--- config.mk ---
export PLATFORM = sky130hd
export DESIGN_NAME = uart_tx
export DESIGN_NICKNAME = d
export VERILOG_FILES = /design/src/rtl/uart_tx.sv
export SDC_FILE = /design/constraint.sdc
export NUM_CORES = 1
export LEC_CHECK = 0
export CAP_MARGIN = 20
export CORE_MARGIN = 5
export CORE_UTILIZATION = 50
export DETAILED_ROUTE_END_ITERATION = 8
export DONT_BUFFER_PORTS = 1
export HOLD_SLACK_MARGIN = 0.12
export PLACE_DENSITY = 0.65
export SYNTH_ARGS = -nofsm -noshare
export SYNTH_HDL_FRONTEND = slang
export SYNTH_SLANG_ARGS = --single-unit
--- constraint.sdc ---
create_clock -name clk -period 2.35 [get_ports clk]
set_clock_uncertainty 0.1 [all_clocks]
set_input_delay 0.3525 -clock clk [delete_from_list [all_inputs] [get_ports clk]]
set_output_delay 0.3525 -clock clk [all_outputs]
set_load 0.05 [all_outputs]
--- src/rtl/uart_tx.sv ---
// Byte-wide UART transmitter (8N1, no parity) fed by a small FIFO.
// The FSM pops the head byte straight into a shift register, so back-to-back frames leave no idle gap.
module uart_tx #(
  parameter int CLKS_PER_BIT = 1250,
  parameter int FIFO_DEPTH   = 4
) (
  input  logic                        clk,
  input  logic                        rst,
  input  logic [7:0]                  i_data,
  input  logic                        i_valid,
  output logic                        o_ready,
  output logic                        o_txd,
  output logic                        o_busy,
  output logic [$clog2(FIFO_DEPTH):0] o_count
);
  localparam int PW = $clog2(FIFO_DEPTH);
  localparam int CW = $clog2(CLKS_PER_BIT);
  localparam logic [CW-1:0] LAST = CW'(CLKS_PER_BIT - 1);
  localparam logic [PW:0]   FULL = (PW+1)'(FIFO_DEPTH);

  typedef enum logic [1:0] {IDLE, START, DATA, STOP} state_t;

  logic [7:0]    mem [FIFO_DEPTH];
  logic [PW-1:0] wr_ptr, rd_ptr;
  logic [PW:0]   count;
  logic          push, pop, have, bit_end;

  state_t        state, state_n;
  logic [CW-1:0] clk_cnt, clk_cnt_n;
  logic [2:0]    bit_idx, bit_idx_n;
  logic [7:0]    shift, shift_n;
  logic          txd, txd_n;

  assign o_ready = (count != FULL);
  assign o_count = count;
  assign o_busy  = (state != IDLE) || (count != '0);
  assign o_txd   = txd;
  assign push    = i_valid && o_ready;
  assign have    = (count != '0);
  assign bit_end = (clk_cnt == LAST);

  // Storage carries no reset: entries are only read once the count says they are valid.
  always_ff @(posedge clk) begin
    if (push) mem[wr_ptr] <= i_data;
  end

  always_ff @(posedge clk or posedge rst) begin
    if (rst) begin
      wr_ptr <= '0;
      rd_ptr <= '0;
      count  <= '0;
    end else begin
      if (push) wr_ptr <= wr_ptr + 1'b1;
      if (pop)  rd_ptr <= rd_ptr + 1'b1;
      case ({push, pop})
        2'b10:   count <= count + 1'b1;
        2'b01:   count <= count - 1'b1;
        default: ;
      endcase
    end
  end

  always_ff @(posedge clk or posedge rst) begin
    if (rst) begin
      state   <= IDLE;
      clk_cnt <= '0;
      bit_idx <= '0;
      shift   <= '0;
      txd     <= 1'b1;
    end else begin
      state   <= state_n;
      clk_cnt <= clk_cnt_n;
      bit_idx <= bit_idx_n;
      shift   <= shift_n;
      txd     <= txd_n;
    end
  end

  always_comb begin
    state_n   = state;
    pop       = 1'b0;
    txd_n     = txd;
    clk_cnt_n = bit_end ? '0 : clk_cnt + 1'b1;
    bit_idx_n = bit_idx;
    shift_n   = shift;
    case (state)
      IDLE: begin
        clk_cnt_n = '0;
        txd_n     = 1'b1;
        if (have) begin
          pop     = 1'b1;
          shift_n = mem[rd_ptr];
          state_n = START;
          txd_n   = 1'b0;
        end
      end
      START: begin
        if (bit_end) begin
          state_n   = DATA;
          bit_idx_n = '0;
          txd_n     = shift[0];
        end
      end
      DATA: begin
        if (bit_end) begin
          if (bit_idx == 3'd7) begin
            state_n = STOP;
            txd_n   = 1'b1;
          end else begin
            bit_idx_n = bit_idx + 1'b1;
            shift_n   = {1'b0, shift[7:1]};
            txd_n     = shift[1];
          end
        end
      end
      STOP: begin
        // Chain straight into the next start bit when more data is waiting.
        if (bit_end) begin
          if (have) begin
            pop     = 1'b1;
            shift_n = mem[rd_ptr];
            state_n = START;
            txd_n   = 1'b0;
          end else begin
            state_n = IDLE;
          end
        end
      end
      default: state_n = IDLE;
    endcase
  end
endmodule

# Word level (Yosys, flattened, before mapping)
# Memories as Yosys holds them, arrays and structs flattened.
# Index checks and enable logic that the tools add are counted.
[totals]
elab_cells = 73
out_inout_bits = 6
mem_bits_ro = 0
latch_bits = 0
ramBits = 32
regBits = 32
in_bits = 11
n_memories = 1
[classes]
eq_ne = 15
bitwise_logic = 0
n_reduce_logical = 12
add_sub_neg = 6
mul = 0
n_mux = 31
n_shift = 0
n_lt_le_gt_ge = 0
div_mod_pow = 0
[mem_list]
columns = ["memory", "depth", "width", "rd", "rd_clocked_by_memory_dff", "write_ports", "line_no", "source"]
rows = [
  ["mem", 4, 8, 1, 0, 1, "23", "logic [7:0] mem [FIFO_DEPTH];"],
]
[op_table]
columns = ["op", "count"]
rows = [
  ["$mux 8", 4],
  ["$pmux 8 s3", 1],
  ["$mux 11", 2],
  ["$ne 2x2->1 const B", 7],
  ["$pmux 3 s2", 2],
  ["$reduce_and 4->1", 3],
  ["$add 11x1->11 const B", 1],
  ["$eq 11x11->1 const B", 1],
  ["$mux 1", 11],
  ["$mux 2", 5],
  ["$mux 3", 3],
  ["$pmux 2 s4", 1],
  ["$add 3x1->3 const B", 2],
  ["$eq 2x2->1 const B", 3],
  ["$reduce_bool 2->1", 3],
  ["$reduce_bool 3->1", 2],
  ["$reduce_and 5->1", 1],
  ["$add 2x1->2 const B", 2],
  ["$eq 2x1->1 const B", 2],
  ["$pmux 1 s4", 1],
  ["$eq 3x3->1 const B", 1],
  ["$ne 3x3->1 const B", 1],
  ["$sub 3x1->3 const B", 1],
  ["$logic_not 2->1", 1],
  ["3 further kinds", 3],
]

# Depth between registers and ports, before layout
[depth]
depth_word = 6
ltp_mapped = 11
depth_no_buf = 11

# Worst setup path before layout
# OpenSTA, ideal clock, no wires.
[synth_timing]
path_kind = "reg2reg"
start = "register count[2] (netlist: o_count[2])"
end = "register count[2] (netlist: o_count[2])"
required_ps = 2168
setup_time_ps = 82
path_stages_with_launch = 10
period_less_slack_ps = 2835
slack_ps = -485
arrival_ps = 2653
n_path_buf = 0
cell_sequence = "dfrtp_1 nand3_1 and2_1 inv_1 ha_1 inv_1 fa_1 xor2_1 nor2_1 xor2_1"
[synth_via]
elab_cells_between_ends = 12
cone_classes = "add/sub (2); eq/ne (3); mux (4); reduce/logical (3)"
[synth_lines]
columns = ["element", "line_no", "source"]
rows = [
  ["start, declared", "25", "logic [PW:0] count;"],
  ["start signal, assigned", "56", "2'b10: count <= count + 1'b1;"],
  ["start signal, assigned", "57", "2'b01: count <= count - 1'b1;"],
  ["$ne 3x3->1 (*)", "34", "assign o_ready = (count != FULL);"],
  ["named net o_ready", "11", "output logic o_ready,"],
  ["$logic_and 1x1->1 (*)", "38", "assign push = i_valid && o_ready;"],
  ["$eq 2x1->1 / $eq 2x2->1 (equally long branches)", "55", "case ({push, pop})"],
  ["$pmux 3 s2 / $reduce_bool 2->1 (equally long branches)", "--", ""],
]
# Mark *: on every way through the listed nets, which the timed path passes. The rest lies on a longest branch.
# A chain may end at the register's enable or synchronous reset.

# Worst setup path after layout
[layout_timing]
start = "register clk_cnt[1]"
end = "register count[2] (netlist: o_count[2])"
[layout_via]
elab_chain_cells = 5
elab_cells_between_ends = 7
cone_classes = "eq/ne (3); mux (3); reduce/logical (1)"
[layout_lines]
columns = ["element", "line_no", "source"]
rows = [
  ["start, declared", "29", "logic [CW-1:0] clk_cnt, clk_cnt_n;"],
  ["start signal, assigned", "72", "clk_cnt <= clk_cnt_n;"],
  ["$eq 11x11->1 (*)", "40", "assign bit_end = (clk_cnt == LAST);"],
  ["$mux 1 (*)", "118", "if (bit_end) begin"],
  ["$pmux 1 s2 (*)", "86", "case (state)"],
  ["named net pop", "26", "logic push, pop, have, bit_end;"],
  ["$eq 2x1->1 / $eq 2x2->1 (equally long branches)", "55", ""],
  ["$pmux 3 s2 / $reduce_bool 2->1 (equally long branches)", "--", ""],
]
# Marked as above.

==> impl_results.md <==
- Highest attainable clock frequency: approximately 0.41 GHz
- Dominant synthesized flop cell: edfxtp_1
- Count of cells along the worst register-to-register path: 11
- Synthesized flop and latch total: 64
- Post-detail-place hpwl: 3520 µm
- Sequential fraction of the synthesis area: 58.6%
- Failing checks: setup timing
- Finished layout cell area: around 0.0035 mm²
- Total setup violations reported at the end of the flow: 1
- Instance area after placement: 0.00322 mm²
- # clock sinks: 64
- Endpoint of the worst setup timing path: o_count[2]
- Async set-or-reset flop fraction in the synthesized netlist: around half
- Detailed Route WL: between 4000 and 5000 µm
- Count of cell types in the netlist: 42
- Share of final-layout standard cells stronger than drive strength 1: 31.6%
- Synthesized area per cell: about 14 µm²
- Launch point of the critical path: clk_cnt[1]
- Wire length of the first global-routing pass: approximately 8600 µm
- Required @ worst endpoint: 2.50 ns
- Grt ovf: 0
- Leakage component of the power: 0.00141 µW
- Layout Area Growth over Synthesis: 17.6%
- Post-Synthesis Cell Area: 0.00301 mm²
- Capture instance of the worst register-to-register path: o_count[2]
- H-tree depth: 3
- Post-synth net total: 235
- Fraction of the mapped netlist area in compound gates: around 4.6%
- Final setup margin: -0.0856 ns
- TritonCTS clock tree: built
- Worst vdd rail ir drop: 0.666 mV
- Die area: 0.00767 mm²
- Number of top-level design ports: 17
- Count of flip-flops with a built-in enable after synthesis: 32
- Fin. Hold Viols: 0
- Simple-gate share of the synthesized area: 10.2%
- Longest Clk Path Bufs: 2
- Vias in the first global route: 1841
- Vias per Instance: 5.31
- Total count of max-transition violations in the final report: 0
- Number of DRC violations after detailed routing: 0
- Post-Syn Instances: between 200 and 250
- Crit Path Class: reg2reg
- Overall power consumption: about 2900 µW
- Areal power density over the cells: between 800 and 900 mW/mm²
- Final critical-path required period: 2.44 ns
- Clock root buffer master: clkbuf_8
- Synthesis Warnings: 0
- Max Cap Violations: 0
- Multiplexer fraction of the synthesized cell area: between 10% and 20%
- Number of diodes added for antenna fixing: 0
- Setup repair after global routing missed its margin: true
- Initial antenna violation count: 0
- Count of input and output buffers: 0
- Number of antenna-violating nets in the routed design: 0
- Arrival time at the worst endpoint: 2.59 ns
- Worst hold path type: in2reg
- Post-synthesis adder-cell area fraction: between 6 and 7%
- Iteration-0 DRC Markers: 72
- Routability Congestion: around 0.75
- Effective utilization at floorplan: 51.1%
- Crit path max fanout: 2
- Clock transition at path regs: ~0.080 ns
- Slew of the pin with the lowest slew margin: 0.430 ns
- Global router's overall resource usage: 14.7%
- Pin count of the biggest net entering global routing: 33
- Hold Startpoint: i_valid
- Cell Rows: 28
- Flop-to-flop setup slack: -0.09 ns
- Router iterations before antenna repair: 4
- Kind of end point of the critical path: flop
- Main combinational cell family by area after synthesis: multiplexers
- Fraction of synthesized cell area in xor and xnor cells: 4.37%
- CP Launch Type: flop
- Routed wire length per instance: approximately 15 µm
- DR vias: 1727
- Core area: 0.00589 mm²
- Max-slew headroom at the worst pin: 71.4%
- Number of nets in the layout: between 200 and 300
- Reg-to-reg startpoint: clk_cnt[1]
- Floorplan die width: 87.6 µm
- Die H: 87.6 µm
- Crit share post-route: 104%
- Number of clock buffers inserted by TritonCTS: 9
- Latest clock arrival within the worst-skew pair: 0.33 ns
- Outcome: complete, but fails checks
-- registers in the layout, indices dropped and copies added, names as in the netlist --
name,cells
state,2
shift,8
wr_ptr,2
clk_cnt,11
bit_idx,3
mem,32
rd_ptr,2
o_txd,1
o_count,3
-- Yosys cell counts (all sizes together), types with 3 or more instances --
cell | instances | share of area (%)
edfxtp | 32 | 32
dfrtp | 31 | 26
mux2 | 18 | 6.7
nor2 | 16 | 2.0
ha | 13 | 5.4
inv | 12 | 1.5
xnor2 | 10 | 2.9
mux4 | 8 | 6.0
nand2 | 7 | 0.87
nor3 | 6 | 1.0
nand3 | 5 | 1.2
o21ai | 5 | 0.83
xor2 | 5 | 1.5
a21oi | 4 | 1.0
and3 | 4 | 0.83
nand4 | 4 | 0.83
buf | 3 | 0.91
clkbuf | 3 | 0.71
nor2b | 3 | 0.62
-- final cells by class --
type / instances / area (µm²)
Tap cell: 75 / 93.8
Sequential cell: 64 / 1770
Clock buffer: 9 / 124
Multi-Input combinational cell: 128 / 1180
Clock inverter: 7 / 78.8
Inverter: 12 / 45.0
Timing Repair Buffer: 30 / 248
Fill cell: 467 / 2350
-- worst min path at each step --
stage	endpoint	cells past startpoint
after CTS	wr_ptr[0]	2
after global placement	shift[4]	2
final	wr_ptr[0]	2
after detailed placement	shift[2]	2
after global routing	wr_ptr[0]	2
after floorplan	mem[0][0]	0
-- metrics by stage --
stage | setup slack, ns | setup TNS (ns) | hold WS (ns) | instances | util [%]
finish | -0.0856 | -0.0856 | 0.237 | 325 | 60.1
global placement | 0.0490 | 0 | 0.262 | 297 | 54.7
global route | -0.189 | -0.239 | 0.237 | 325 | 60.1
floorplan | -0.0534 | -0.0534 | 0.351 | 210 | -
detailed placement | -0.0130 | -0.0130 | 0.269 | 297 | 54.7
CTS | -0.0423 | -0.0423 | 0.227 | 322 | 59.7
-- kinds of logic after synthesis --
logic type / after synthesis
compound gates: 18
xor+xnor: 15
fa+ha+maj: 14
simple gates: 54
flops: 64
mux: 27
buf+inv: 18
-- power by group --
part	internal (µW)	switching, µW	leakage [µW]
clock	498	440	0.0000925
combinational	205	350	0.000633
sequential	1350	69.4	0.000683
total	2060	859	0.00141
-- critical path, stage by stage (launching register included) --
cell	delay, ns
dfrtp_1	0.38
inv_1	0.06
ha_1	0.14
nor4b_4	0.23
a41oi_2	0.18
nor3_2	0.28
ha_2	0.22
inv_1	0.05
fa_2	0.33
xor2_1	0.14
nor2_1	0.12
xor2_1	0.15
-- cell usage in the layout, fill, tap and decap left out, drive strengths merged, types with 7 or more instances in the layout --
cell | synthesis | routed
clkbuf | 3 | 9
nor2 | 16 | 16
mux2 | 18 | 18
buf | 3 | 21
mux4 | 8 | 8
edfxtp | 32 | 32
dfrtp | 31 | 31
xnor2 | 10 | 10
dlygate4sd3 | 0 | 9
ha | 13 | 13
nand2 | 7 | 7
inv | 12 | 14
-- routing by layer --
layer | vias to the layer above | part of all wire, % | track usage, %
met1 | 862 | 44 | 18.3
met5 | - | 0 | 0
li1 | 846 | - | -
met3 | 6 | 2.2 | 3.01
met2 | 13 | 52 | 24.5
met4 | 0 | 1.4 | 7.39
-- timing repair --
item                                   4_1_cts  5_1_grt
endpoints found under the hold margin       63        0
setup endpoints to repair                    1        2
resized for setup                            0        2
pin swaps                                    0        5
buffers inserted                             0        3
hold buffers                                 9        0
No activity file was read; power rests on OpenSTA's default activity.
